<file path="config.mk">
export PLATFORM = sky130hd
export DESIGN_NAME = mem_arbiter
export DESIGN_NICKNAME = d
export VERILOG_FILES = /design/src/rtl/mem_pkg.sv /design/src/rtl/mem_watchdog.sv /design/src/rtl/mem_arbiter.sv
export SDC_FILE = /design/constraint.sdc
export NUM_CORES = 1
export LEC_CHECK = 0
export ABC_AREA = 1
export BUFFER_PORTS_ARGS = -buffer_cell sky130_fd_sc_hd__buf_4
export CORE_MARGIN = 2
export CORE_UTILIZATION = 54
export CTS_BUF_LIST = sky130_fd_sc_hd__clkbuf_2
export DETAILED_ROUTE_END_ITERATION = 6
export GPL_ROUTABILITY_DRIVEN = 0
export GPL_TIMING_DRIVEN = 1
export MAX_ROUTING_LAYER = met4
export PLACE_DENSITY = 0.9
export SLEW_MARGIN = 25
export SYNTH_ARGS = -nofsm -noshare
export SYNTH_HDL_FRONTEND = slang
export SYNTH_SLANG_ARGS = --single-unit
</file>
<file path="constraint.sdc">
create_clock -name clk -period 4.4 [get_ports clk]
set_clock_uncertainty 0.2 [all_clocks]
set_input_delay 1.32 -clock clk [delete_from_list [all_inputs] [get_ports clk]]
set_output_delay 1.32 -clock clk [all_outputs]
set_load 0.03 [all_outputs]
</file>
<file path="src/rtl/mem_pkg.sv">
// Shared types and parameter defaults for the unified-memory arbiter.
// Used by both the arbiter FSM and its watchdog timer.
package mem_pkg;

    typedef enum logic [1:0] {
        IDLE  = 2'd0,
        ISSUE = 2'd1,
        RESP  = 2'd2
    } arb_state_t;

    typedef enum logic {
        OWN_I = 1'b0,
        OWN_D = 1'b1
    } owner_t;

    typedef struct packed {
        logic        we;
        logic [3:0]  be;
        logic [31:0] addr;
        logic [31:0] wdata;
    } mem_req_t;

    localparam int DATA_STREAK_MAX_DEF = 4;
    localparam int TIMEOUT_DEF         = 255;

endpackage

</file>
<file path="src/rtl/mem_watchdog.sv">
// Memory-response watchdog: an 8-bit down-counter loaded on each grant.
// It expires on the ISSUE cycle where the count reaches zero without an ack.
module mem_watchdog
    import mem_pkg::*;
#(
    parameter int TIMEOUT = TIMEOUT_DEF
) (
    input  logic clk,
    input  logic rst,
    input  logic start,
    input  logic run,
    input  logic ack,
    output logic expire
);

    logic [7:0] r_cnt;

    always_ff @(posedge clk or negedge rst) begin
        if (!rst) begin
            r_cnt <= '0;
        end else if (start) begin
            r_cnt <= 8'(TIMEOUT);
        end else if (run && !ack && (r_cnt != 8'd0)) begin
            r_cnt <= r_cnt - 8'd1;
        end
    end

    // An ack in the terminal cycle wins over the abort.
    assign expire = run && !ack && (r_cnt == 8'd0);

endmodule

</file>
<file path="src/rtl/mem_arbiter.sv">
// Arbitrates the IF and MEM pipeline ports onto one single-ported memory bus.
// Data wins ties until it has taken DATA_STREAK_MAX grants over a waiting fetch.
//
// state | meaning
// IDLE  | arbitrate; on a grant latch owner and transaction fields
// ISSUE | m_req high, fields frozen; wait for m_ack or watchdog expiry
// RESP  | one-cycle ack pulse to the owner; no arbitration
module mem_arbiter
    import mem_pkg::*;
#(
    parameter int DATA_STREAK_MAX = DATA_STREAK_MAX_DEF,
    parameter int TIMEOUT         = TIMEOUT_DEF
) (
    input  logic        clk,
    input  logic        rst,
    input  logic        i_req,
    input  logic [31:0] i_addr,
    output logic [31:0] i_rdata,
    output logic        i_ack,
    input  logic        d_req,
    input  logic        d_we,
    input  logic [3:0]  d_be,
    input  logic [31:0] d_addr,
    input  logic [31:0] d_wdata,
    output logic [31:0] d_rdata,
    output logic        d_ack,
    output logic        m_req,
    output logic        m_we,
    output logic [3:0]  m_be,
    output logic [31:0] m_addr,
    output logic [31:0] m_wdata,
    input  logic [31:0] m_rdata,
    input  logic        m_ack,
    output logic        stall_if,
    output logic        stall_mem,
    output logic        err
);

    arb_state_t  r_state;
    owner_t      r_owner;
    mem_req_t    r_mreq;
    logic        r_m_req;
    logic        r_i_ack;
    logic        r_d_ack;
    logic [31:0] r_i_rdata;
    logic [31:0] r_d_rdata;
    logic [2:0]  r_streak;
    logic        r_err;

    logic        w_streak_full;
    logic        w_grant_i;
    logic        w_grant_d;
    logic        w_grant;
    logic        w_expire;
    logic        w_done;
    logic [31:0] w_resp_data;
    mem_req_t    w_fields;

    always_comb begin
        w_streak_full = (r_streak == 3'(DATA_STREAK_MAX));
        w_grant_d     = (r_state == IDLE) && d_req && !(i_req && w_streak_full);
        w_grant_i     = (r_state == IDLE) && i_req && !w_grant_d;
        w_grant       = w_grant_i || w_grant_d;
        w_fields      = '{we: 1'b0, be: 4'hF, addr: i_addr, wdata: 32'd0};
        if (w_grant_d) begin
            w_fields = '{we: d_we, be: d_be, addr: d_addr, wdata: d_wdata};
        end
        w_done        = (r_state == ISSUE) && (m_ack || w_expire);
        // An aborted transaction returns zero read data.
        w_resp_data   = m_ack ? m_rdata : 32'd0;
    end

    mem_watchdog #(
        .TIMEOUT (TIMEOUT)
    ) u_watchdog (
        .clk    (clk),
        .rst    (rst),
        .start  (w_grant),
        .run    (r_state == ISSUE),
        .ack    (m_ack),
        .expire (w_expire)
    );

    always_ff @(posedge clk or negedge rst) begin
        if (!rst) begin
            r_state   <= IDLE;
            r_owner   <= OWN_I;
            r_mreq    <= '0;
            r_m_req   <= 1'b0;
            r_i_ack   <= 1'b0;
            r_d_ack   <= 1'b0;
            r_i_rdata <= '0;
            r_d_rdata <= '0;
            r_streak  <= '0;
            r_err     <= 1'b0;
        end else begin
            r_i_ack <= 1'b0;
            r_d_ack <= 1'b0;
            case (r_state)
                IDLE: begin
                    if (w_grant) begin
                        r_owner <= w_grant_d ? OWN_D : OWN_I;
                        r_mreq  <= w_fields;
                        r_m_req <= 1'b1;
                        r_state <= ISSUE;
                        if (w_grant_d && i_req) begin
                            if (r_streak != 3'd7) begin
                                r_streak <= r_streak + 3'd1;
                            end
                        end else begin
                            r_streak <= '0;
                        end
                    end
                end
                ISSUE: begin
                    if (w_done) begin
                        r_m_req <= 1'b0;
                        r_state <= RESP;
                        if (!m_ack) begin
                            r_err <= 1'b1;
                        end
                        if (r_owner == OWN_I) begin
                            r_i_ack   <= 1'b1;
                            r_i_rdata <= w_resp_data;
                        end else begin
                            r_d_ack <= 1'b1;
                            if (!r_mreq.we) begin
                                r_d_rdata <= w_resp_data;
                            end
                        end
                    end
                end
                RESP: begin
                    r_state <= IDLE;
                end
                default: begin
                    r_state <= IDLE;
                end
            endcase
        end
    end

    assign i_rdata   = r_i_rdata;
    assign i_ack     = r_i_ack;
    assign d_rdata   = r_d_rdata;
    assign d_ack     = r_d_ack;
    assign m_req     = r_m_req;
    assign m_we      = r_mreq.we;
    assign m_be      = r_mreq.be;
    assign m_addr    = r_mreq.addr;
    assign m_wdata   = r_mreq.wdata;
    assign stall_if  = i_req & ~r_i_ack;
    assign stall_mem = d_req & ~r_d_ack;
    assign err       = r_err;

endmodule
</file>
==> summary.md, run 1 <==
| Metric | Value |
|---|---|
| Status | `complete, no violations` |
| Max-Cap Viols | `0` |
| PD cells | `approximately 760 mW/mm^2` |
| LEAKAGE | `between 5 and 6 nW` |
| Clk Latency, worst-skew pair | `approximately 0.71 ns` |
| CP max stage delay | `roughly 0.35 ns` |
| Port bufs | `between 200 and 300` |
| CP Cell Sequence | `buf_4, inv_1, nor2_1, buf_4` |
| Post-synth top area share | `between 50% and 60%` |
| Total core area | `~0.012 mm^2` |
| First-pass DRT Iterations | `5` |
| IO Count | `277` |
| Mean number of vias per cell | `about 5.3` |
| First-pass GRT wire length | `between 30000 and 40000 um` |
| Setup_tns | `0 ns` |
| Mapped Area | `between 0.006 and 0.007 mm^2` |
| Layout area overhead | `34.49%` |
| VDD IR max | `between 0.5 and 0.6 mV` |
| Most used cell, CP | `buf_4` |
| GRT Util Overall | `~30%` |
| Initial Utilization | `54.60%` |
| Iteration-0 DRC Markers | `757` |
| Clk sink count | `151` |
| Final hold viol count | `0` |
| DRC errors left | `0` |
| Final Max Tran Viols | `0` |
| R2r setup slk | `roughly 1.3 ns` |
| Req. time, crit path | `around 2.9 ns` |
| Worst-Margin Slew | `roughly 0.92 ns` |
| Num rows | `41` |
| Avg Inst Size Synth | `around 8.4 um^2` |
| TritonCTS clock tree | `done` |
| Largest delay share family, worst path | `buffers and inverters` |
| Grt ovf | `0` |
| H-tree lvl count | `4` |
| Filler Cell Count | `986` |
| Layout cells sized above 1 | `30.66%` |
| Vias post-DR | `6628` |
| Area contributors post-synth | `dfrtp_1 (56%), nand2_1 (13%), nand4_1 (9.4%)` |
| Yosys top cell by area | `dfrtp_1` |
| Worst Setup End Kind | `output pin` |
| Syn_nets | `around 960` |
| Die area | `between 0.01 and 0.015 mm^2` |
| DP HPWL | `between 10000 and 15000 um` |
| WP buf/inv | `3` |
| FFs w/ async S/R, synth | `100.0%` |
| RSZ-0062 raised after global routing | `no` |
| Sequential fraction of the synthesis area | `55.51%` |
| Final ANT Viol Nets | `0` |
| Die extent in x | `between 100 and 150 um` |
| Longest Clk Path Bufs | `2` |
| Die Y | `roughly 120 um` |
| Largest net degree at the start of global routing | `67` |
| Worst-path maximum fanout | `36` |
| Fin crit share | `between 80 and 90%` |
| # setup viols final | `0` |
| Worst-path clk slew | `0.18 ns` |
| Worst setup SP type | `primary input` |
| # hold bufs at CTS | `0` |
| Cts bufs inserted | `17` |
| EDFF count, synth | `0` |
| Post CTS Setup Buffer Count | `0` |
| Pre-CTS WS | `0.7673 ns` |
| Dominant synthesized flop cell | `dfrtp_1` |
| Fin crit period | `roughly 3.6 ns` |
| WS Path Type | `primary input to output pin` |
| Post_cts resized | `0` |
| Post-Syn Instances | `about 810` |
| Yosys warnings | `0` |
| Cell with the most instances after synthesis | `nand2_1` |
| Root Driver | `clkbuf_2` |
| Total wire length | `between 15000 and 20000 um` |
| Wire per inst | `15.58 um` |
| Crit-path slowest cell | `buf_4` |
| Vias in the first global route | `6217` |
| Synth Register Bits | `about 150` |
| CP arrival | `2.12 ns` |
| Hold WC Path Type | `register to register` |
| Headroom to the max-slew limit | `between 30% and 40%` |
| PnR worst setup slack | `about 0.76 ns` |
| Commonest cells in the synthesized netlist | `nand2_1 (228), dfrtp_1 (151), nand4_1 (102), inv_1 (90), o21ai_0 (68)` |
| Layout net count | `approximately 1200` |
| Antenna violations before repair | `0` |
| Fmax | `0.2747 GHz` |
| Synth cell types | `23` |
==> path summary, 6_finish.rpt <==
path | from | end | depth (start not counted)
worst max-delay path | d_req | stall_mem | 4
worst min-delay path | i_rdata[20] | i_rdata[20] | 2
worst max register to register | u_watchdog.r_cnt[0] | i_rdata[16] | 7
worst min register to register | i_rdata[20] | i_rdata[20] | 2
max in group asynchronous | rst | m_wdata[17] | 2
min in group asynchronous | rst | d_rdata[3] | 1
==> cells in the final DEF (no fill, tap or decap), types with 2 or more instances in the layout <==
| cell type | synthesis | final |
|---|---|---|
| clkinv_1 | 1 | 3 |
| dfrtp_1 | 151 | 151 |
| o21ai_1 | 4 | 4 |
| nand3_2 | 4 | 4 |
| nand2_1 | 228 | 228 |
| nor2_1 | 44 | 43 |
| clkinv_2 | 0 | 3 |
| o21ai_0 | 68 | 68 |
| inv_2 | 2 | 3 |
| o22ai_1 | 4 | 4 |
| buf_4 | 1 | 286 |
| a21oi_1 | 32 | 32 |
| nor2_2 | 2 | 3 |
| o21ai_4 | 1 | 2 |
| inv_1 | 90 | 89 |
| clkbuf_2 | 0 | 20 |
| nand4_1 | 102 | 102 |
| bufinv_16 | 0 | 2 |
| nand3_1 | 15 | 15 |
| clkinv_4 | 0 | 2 |
| ha_1 | 5 | 5 |
==> cell type report <==
cell class	count	area, um^2	area share (%)
sequential	151	3779	41.28
timing repair buffer	287	2158	23.58
clock inverter	10	107.6	1.176
antenna	1	2.502	0.02734
multi-input combinational	512	2442	26.68
clock buffer	20	100.1	1.093
tap	172	215.2	2.351
inverter	93	349.1	3.814
==> per-stage QoR <==
stage	power [mW]	cell area, um^2	instances	hold slack, ns	utilization, %
6_report	6.984	9154	1246	0.2931	73.43
5_1_grt	7.444	9151	1245	0.3066	73.41
4_1_cts	7.016	9151	1245	0.2995	73.41
3_5_place_dp	6.291	8944	1215	0.2583	71.75
3_3_place_gp	6.185	8944	1215	0.2550	71.75
2_1_floorplan	4.782	6807	814	0.2521	-
==> per-layer routing <==
metal,wire (um),vias up,GRT usage [%]
met5,0,-,-
met4,749,0,13.89
met3,1543,61,8.614
met2,9603,312,46.94
met1,7521,3091,35.32
li1,-,3164,-
==> power by group <==
part           internal [mW]  switching (mW)  total [mW]
combinational           1.26            2.58        3.84
sequential              2.02           0.393        2.42
clock                  0.256           0.472       0.728
==> state kept, by name (all words and copies together) (netlist names), 2 cells and up <==
signal	flops
d_rdata	32
i_rdata	32
m_addr	32
m_wdata	32
u_watchdog.r_cnt	8
m_be	4
r_streak	3
r_state	2
==> worst min-delay path: stages, from the launching register on <==
cell and delay [ns]:
dfrtp_1 0.38, nand2_1 0.05, nand2_1 0.04
==> cell families after synthesis <==
family                   share of synthesized area, %
AND/OR/NAND/NOR                                 26.43
AO/OA/AOI/OAI                                   8.382
adder cells (fa/ha/maj)                        0.9191
flip-flops                                      55.51
buffers and inverters                           8.750
Note: power is estimated with default switching activity, not from simulation.
==> inputs of run 2 (changes only) <==
CORE_UTILIZATION = 50   (was 54)
PLACE_DENSITY = 0.84   (was 0.9)
clock period = 3.7 ns   (was 4.4 ns; I/O delays follow)
==> run 2 against run 1 <==
Register-to-register slack got worse by 0.32 ns. Critical path depth unchanged. Sequential power up 19%. First-iteration DRC count shrank 18%. Power grew 22%. Combinational power grew 20%. Non-clock buffer count grew 3.
==> summary.md, run 2 (same netlist as run 1, synthesis figures left out) <==
| Metric | Value |
|---|---|
| Setup_tns | `0 ns (unchanged)` |
| Pint | `4.363 mW (was 3.542 mW)` |
| DP HPWL | `14070 um (was 13580 um)` |
| Clk sink count | `151 (unchanged)` |
| Placed Area | `0.008996 mm^2 (was 0.008944 mm^2)` |
| Filler Cell Count | `1078 (was 986)` |
| FF-to-FF End | `m_addr[23] (was i_rdata[16])` |
| Total core area | `0.01324 mm^2 (was 0.01247 mm^2)` |
| Die area | `0.01456 mm^2 (was 0.01352 mm^2)` |
| Antenna violations before repair | `0 (unchanged)` |
| LEAKAGE | `5.168 nW (was 5.125 nW)` |
| Post CTS Setup Buffer Count | `0 (unchanged)` |
| TritonCTS clock tree | `done (unchanged)` |
| Clock Power Share | `12.2% (was 10.4%)` |
| Layout cells sized above 1 | `30.89% (was 30.66%)` |
| # hold bufs at CTS | `0 (unchanged)` |
| Finished Cell Area | `0.009268 mm^2 (was 0.009154 mm^2)` |
| Layout net count | `1208 (was 1205)` |
| Number of diodes | `0 (was 1)` |
| PnR worst setup slack | `0.6424 ns (was 0.7597 ns)` |
| Status | `complete, no violations (unchanged)` |
| WS Path Type | `primary input to output pin (unchanged)` |
| Initial Utilization | `51.40% (was 54.60%)` |
| Final core utilization | `69.98% (was 73.43%)` |
| VDD IR max | `0.5812 mV (was 0.5003 mV)` |
| Die extent in x | `120.7 um (was 116.3 um)` |
| Most frequent cells in the layout | `buf_4 (287), nand2_1 (228), dfrtp_1 (151), nand4_1 (102), inv_1 (89) (was buf_4 (286), nand2_1 (228), dfrtp_1 (151), nand4_1 (102), inv_1 (89))` |
| Port bufs | `276 (unchanged)` |
| Grt ovf | `0 (unchanged)` |
| Num rows | `42 (was 41)` |
| Crit path to | `stall_mem (unchanged)` |
| Req. time, crit path | `2.39 ns (was 2.88 ns)` |
| GRT Util Overall | `28.60% (was 29.73%)` |
| Fin crit share | `between 80 and 90%` |
| Final hold viol count | `0 (unchanged)` |
| Fin crit period | `between 3 and 4 ns` |
| Fmax | `between 0.3 and 0.4 GHz` |
| Pre-CTS WS | `0.6476 ns (was 0.7673 ns)` |
| CP arrival | `1.75 ns (was 2.12 ns)` |
| DP Cell Count | `1222 (was 1215)` |
| CP max stage delay | `0.20 ns (was 0.35 ns)` |
| Iteration-0 DRC Markers | `618 (was 757)` |
| Root Driver | `clkbuf_2 (unchanged)` |
| R2r setup slk | `0.97 ns (was 1.29 ns)` |
| Wire per inst | `15.82 um (was 15.58 um)` |
| Largest net degree at the start of global routing | `65 (was 67)` |
| Final Max Tran Viols | `0 (unchanged)` |
| Cts bufs inserted | `17 (unchanged)` |
| WHS | `0.06606 ns (was 0.2931 ns)` |
| PD cells | `917.7 mW/mm^2 (was 763.0 mW/mm^2)` |
| Design Power | `8.505 mW (was 6.984 mW)` |
| Comb pwr share | `54.0% (was 55.0%)` |
| # setup viols final | `0 (unchanged)` |
| Seq pwr share | `33.8% (was 34.6%)` |
| Longest Clk Path Bufs | `2 (unchanged)` |
| Register area | `0.003779 mm^2 (unchanged)` |
| Worst Setup End Kind | `output pin (unchanged)` |
| Worst path depth | `4 (unchanged)` |
| Headroom to the max-slew limit | `36.77% (was 38.53%)` |
| Vias in the first global route | `6249 (was 6217)` |
| Mean number of vias per cell | `5.335 (was 5.319)` |
| Die Y | `120.7 um (was 116.3 um)` |
| Clk Latency, worst-skew pair | `0.72 ns (was 0.71 ns)` |
| Worst-Margin Slew | `0.9462 ns (was 0.9199 ns)` |
| Most used cell, CP | `buf_4 (unchanged)` |
| First-pass DRT Iterations | `7 (was 5)` |
| IO Count | `277 (unchanged)` |
| WP buf/inv | `3 (unchanged)` |
| First-pass GRT wire length | `31750 um (was 30080 um)` |
| Vias post-DR | `6690 (was 6628)` |
| Switching part of the total | `48.70% (was 49.29%)` |
| CP Cell Sequence | `buf_4, inv_1, nor2_1, buf_4 (unchanged)` |
| Area of the multi-input gates | `0.002442 mm^2 (unchanged)` |
| Layout Cells excl Fill | `1254 (was 1246)` |
| Largest delay share family, worst path | `buffers and inverters (unchanged)` |
| Max-Cap Viols | `0 (unchanged)` |
| Worst r2r src | `r_state[1] (was u_watchdog.r_cnt[0])` |
| Net switching power | `4.142 mW (was 3.443 mW)` |
| Final ANT Viol Nets | `0 (unchanged)` |
| H-tree lvl count | `4 (unchanged)` |
| Total wire length | `19830 um (was 19420 um)` |
| Worst-path clk slew | `0.22 ns (was 0.18 ns)` |
| Hold WC Path Type | `primary input to async pin (was register to register)` |
| DRC errors left | `0 (unchanged)` |
| Post_cts resized | `0 (unchanged)` |
| Reg2Reg Depth | `4 (was 7)` |
| RSZ-0062 raised after global routing | `no (unchanged)` |
| Worst setup SP type | `primary input (unchanged)` |
| Most common cell after layout, fill and taps aside | `buf_4 (unchanged)` |
| Crit-path slowest cell | `buf_4 (unchanged)` |
| Layout area overhead | `36.16% (was 34.49%)` |
| Worst-path maximum fanout | `13 (was 36)` |
| CP Launch Point | `d_req (unchanged)` |
run 2: power groups by stage:
stage,sequential [mW],clock (mW),combinational (mW)
finish,2.87,1.04,4.60
global placement,2.88,0,4.52
detailed placement,2.89,0,4.62
global route,2.96,1.14,4.94
CTS,2.87,1.05,4.62
floorplan,4.24,0,1.45
run 2: layout make-up:
cell class              instances  share of cell area, %
flip-flops and latches        151                  40.77
multi-input cells             512                  26.35
repair buffers                290                  23.80
inverters                      93                  3.767
well taps                     176                  2.376
clock inverters                14                  1.958
clock buffers                  18                 0.9721
run 2: metal layers:
layer,up-vias,routed length (um),global-route usage (%)
li1,3166,-,-
met1,3159,7953,36.92
met2,323,9625,44.10
met3,42,1590,6.557
met4,0,664,11.34
met5,-,0,-
run 2: worst min path at each step:
stage,slack [ns],endpoint,start
6_report,0.07,d_rdata[10],rst
5_1_grt,0.03,d_rdata[10],rst
4_1_cts,0.04,d_rdata[10],rst
3_5_place_dp,0.26,err,err
3_3_place_gp,0.25,d_rdata[3],d_rdata[3]
2_1_floorplan,0.25,u_watchdog.r_cnt[0],u_watchdog.r_cnt[0]
run 2: worst reg2reg max path: stages, from the launching register on:
cell and delay [ns]:
dfrtp_1 0.43, nor2_2 0.63, nand2_1 0.80, o21ai_0 0.47
a21oi_1 0.11
==> inputs of run 3 (changes only) <==
ABC_AREA = 0   (was 1)
clock period = 2.99 ns   (was 3.7 ns; I/O delays follow)
==> run 3 against run 2 <==
Via count is 5.6% lower. Worst setup slack got worse by 0.21 ns. Sequential cell count stayed put. Critical path type is now register to output pin. Non-clock buffer count up 3. Highest routed layer unchanged. Area after synthesis grew 1.5%. Global-route usage grew 0.47 points.
==> summary.md, run 3 <==
| Metric | Value |
|---|---|
| Avg Inst Size Synth | `10.76 um^2 (was 8.362 um^2)` |
| RSZ-0062 raised after global routing | `no (unchanged)` |
| FFs w/ async S/R, synth | `100.0% (unchanged)` |
| DP Cell Count | `1052 (was 1222)` |
| Final ANT Viol Nets | `0 (unchanged)` |
| Layout Cells excl Fill | `1085 (was 1254)` |
| Worst setup SP type | `register (was primary input)` |
| WS Path Type | `register to output pin (was primary input to output pin)` |
| TritonCTS clock tree | `done (unchanged)` |
| Initial Utilization | `51.76% (was 51.40%)` |
| Headroom to the max-slew limit | `49.28% (was 36.77%)` |
| CP max stage delay | `0.45 ns (was 0.20 ns)` |
| GRT Util Overall | `29.07% (was 28.60%)` |
| Clk sink count | `151 (unchanged)` |
| Fmax | `roughly 0.39 GHz` |
| Synth cell types | `45 (was 23)` |
| First-pass GRT wire length | `32540 um (was 31750 um)` |
| VDD IR max | `0.6687 mV (was 0.5812 mV)` |
| Total wire length | `20940 um (was 19830 um)` |
| Port bufs | `276 (unchanged)` |
| Yosys top cell by area | `dfrtp_1 (unchanged)` |
| Hold WC Path Type | `primary input to register (was primary input to async pin)` |
| Mux cell area share after synthesis | `0.8693% (was 0%)` |
| Mean number of vias per cell | `5.820 (was 5.335)` |
| WHS | `0.1520 ns (was 0.06606 ns)` |
| CP arrival | `1.46 ns (was 1.75 ns)` |
| Vias post-DR | `6315 (was 6690)` |
| Worst-Margin Slew | `0.7608 ns (was 0.9462 ns)` |
| Req. time, crit path | `1.89 ns (was 2.39 ns)` |
| Iteration-0 DRC Markers | `566 (was 618)` |
| Vias in the first global route | `6364 (was 6249)` |
| Die extent in x | `121.6 um (was 120.7 um)` |
| DRC errors left | `0 (unchanged)` |
| LEAKAGE | `4.823 nW (was 5.168 nW)` |
| Status | `complete, no violations (unchanged)` |
| Worst-path clk slew | `0.23 ns (was 0.22 ns)` |
| Area contributors post-synth | `dfrtp_1 (55%), a221o_1 (4.6%), a22o_1 (4.2%) (was dfrtp_1 (56%), nand2_1 (13%), nand4_1 (9.4%))` |
| Layout area overhead | `36.67% (was 36.16%)` |
| Post-Syn Instances | `642 (was 814)` |
| Die Y | `121.6 um (was 120.7 um)` |
| Wire per inst | `19.30 um (was 15.82 um)` |
| Worst Setup End Kind | `output pin (unchanged)` |
| Num rows | `42 (unchanged)` |
| Layout cells sized above 1 | `36.63% (was 30.89%)` |
| Post_cts resized | `0 (unchanged)` |
| Final Max Tran Viols | `0 (unchanged)` |
| Post-synth top area share | `54.69% (was 55.51%)` |
| Cell with the most instances after synthesis | `dfrtp_1 (was nand2_1)` |
| Largest net degree at the start of global routing | `84 (was 65)` |
| CP Cell Sequence | `nor2b_1, buf_4 (was buf_4, inv_1, nor2_1, buf_4)` |
| Final hold viol count | `0 (unchanged)` |
| IO Count | `277 (unchanged)` |
| DP HPWL | `14820 um (was 14070 um)` |
| Post CTS Setup Buffer Count | `0 (unchanged)` |
| Post-synthesis compound-gate area fraction | `21.12% (was 8.382%)` |
| Grt ovf | `0 (unchanged)` |
| Mapped Area | `0.006909 mm^2 (was 0.006807 mm^2)` |
| # setup viols final | `0 (unchanged)` |
| Adder-cell share of the synthesized area | `0.9055% (was 0.9191%)` |
| Die area | `0.01477 mm^2 (was 0.01456 mm^2)` |
| Synth Register Bits | `151 (unchanged)` |
| Sequential fraction of the synthesis area | `54.69% (was 55.51%)` |
| Cts bufs inserted | `17 (unchanged)` |
| Dominant synthesized flop cell | `dfrtp_1 (unchanged)` |
| Max-Cap Viols | `0 (unchanged)` |
| Clk Latency, worst-skew pair | `0.74 ns (was 0.72 ns)` |
| H-tree lvl count | `4 (unchanged)` |
| Most common cell after layout, fill and taps aside | `buf_4 (unchanged)` |
| Root Driver | `clkbuf_2 (unchanged)` |
| Longest Clk Path Bufs | `2 (unchanged)` |
| Fin crit period | `about 2.6 ns` |
| Yosys warnings | `0 (unchanged)` |
| Antenna violations before repair | `0 (unchanged)` |
| WP buf/inv | `1 (was 3)` |
| Finished Cell Area | `0.009443 mm^2 (was 0.009268 mm^2)` |
| Post-Synth XOR/XNOR Area | `0% (unchanged)` |
| Setup_tns | `0 ns (unchanged)` |
| Number of diodes | `0 (unchanged)` |
| Post-Synth Simple-Gate Area | `14.92% (was 26.43%)` |
| Layout net count | `1039 (was 1208)` |
| Main combinational cell family by area after synthesis | `compound AO/OA/AOI/OAI gates (was simple AND/OR/NAND/NOR gates)` |
| Commonest cells in the synthesized netlist | `dfrtp_1 (151), inv_1 (70), clkbuf_1 (48), and3_1 (34) (was nand2_1 (228), dfrtp_1 (151), nand4_1 (102), inv_1 (90), o21ai_0 (68))` |
| EDFF count, synth | `0 (unchanged)` |
| # hold bufs at CTS | `1 (was 0)` |
| Syn_nets | `785 (was 957)` |
| PD cells | `1132 mW/mm^2 (was 917.7 mW/mm^2)` |
| First-pass DRT Iterations | `6 (was 7)` |
| Crit-path slowest cell | `dfrtp_1 (was buf_4)` |
| Most frequent cells in the layout | `buf_4 (286), dfrtp_1 (151), inv_1 (70), and3_1 (34) (was buf_4 (287), nand2_1 (228), dfrtp_1 (151), nand4_1 (102), inv_1 (89))` |
| Largest delay share family, worst path | `flip-flops (was buffers and inverters)` |
| Total core area | `0.01335 mm^2 (was 0.01324 mm^2)` |
| Placed Area | `0.009169 mm^2 (was 0.008996 mm^2)` |
| Worst-path maximum fanout | `2 (was 13)` |
| Fin crit share | `85.50%` |
==> run 3: cell type report <==
type,instances,area [um^2]
clock inverters,14,173.9
well taps,176,220.2
fillers,955,3905
multi-input cells,363,2649
flip-flops and latches,151,3779
inverters,70,262.8
repair buffers,293,2268
clock buffers,18,90.09
==> run 3: report_power, final <==
group          internal, mW  switching [mW]  leakage [nW]
combinational          2.36            3.45          3.00
clock                 0.478           0.767         0.151
sequential             2.92           0.716          1.67
==> run 3: path summary, 6_finish.rpt <==
kind | cells past startpoint | startpoint | slack (ns) | to
setup / recovery | 2 | d_ack | 0.43 | stall_mem
setup reg to reg | 6 | u_watchdog.r_cnt[0] | 0.77 | d_rdata[5]
min in group asynchronous | 2 | rst | 0.30 | d_rdata[6]
hold reg to reg | 1 | err | 0.30 | err
max in group asynchronous | 3 | rst | 1.68 | m_wdata[16]
hold / removal | 2 | d_wdata[4] | 0.15 | m_wdata[4]
==> run 3: cells by family (layout without fill, tap and decap cells) <==
group	Yosys count	after routing
multiplexers	6	6
buffers and inverters	128	395
AO/OA/AOI/OAI	188	188
adder cells (fa/ha/maj)	5	5
flip-flops	151	151
AND/OR/NAND/NOR	164	164
==> run 3: per-stage QoR <==
stage | util [%] | worst slack [ns] | power, mW
final | 70.74 | 0.4336 | 10.69
after global routing | 70.74 | 0.3290 | 11.27
after CTS | 70.74 | 0.3410 | 10.73
after detailed placement | 68.69 | 0.3902 | 9.478
after global placement | 68.69 | 0.4521 | 9.263
after floorplan | - | 0.5407 | 7.169
==> run 3: routing by layer <==
metal	share of wire [%]	wire length [um]	vias up	GRT usage, %
li1	-	-	2846	-
met1	38	7965	3114	35.03
met3	10	2122	32	9.176
met2	50	10450	323	46.84
met5	0	0	-	-
met4	1.9	407	0	9.411
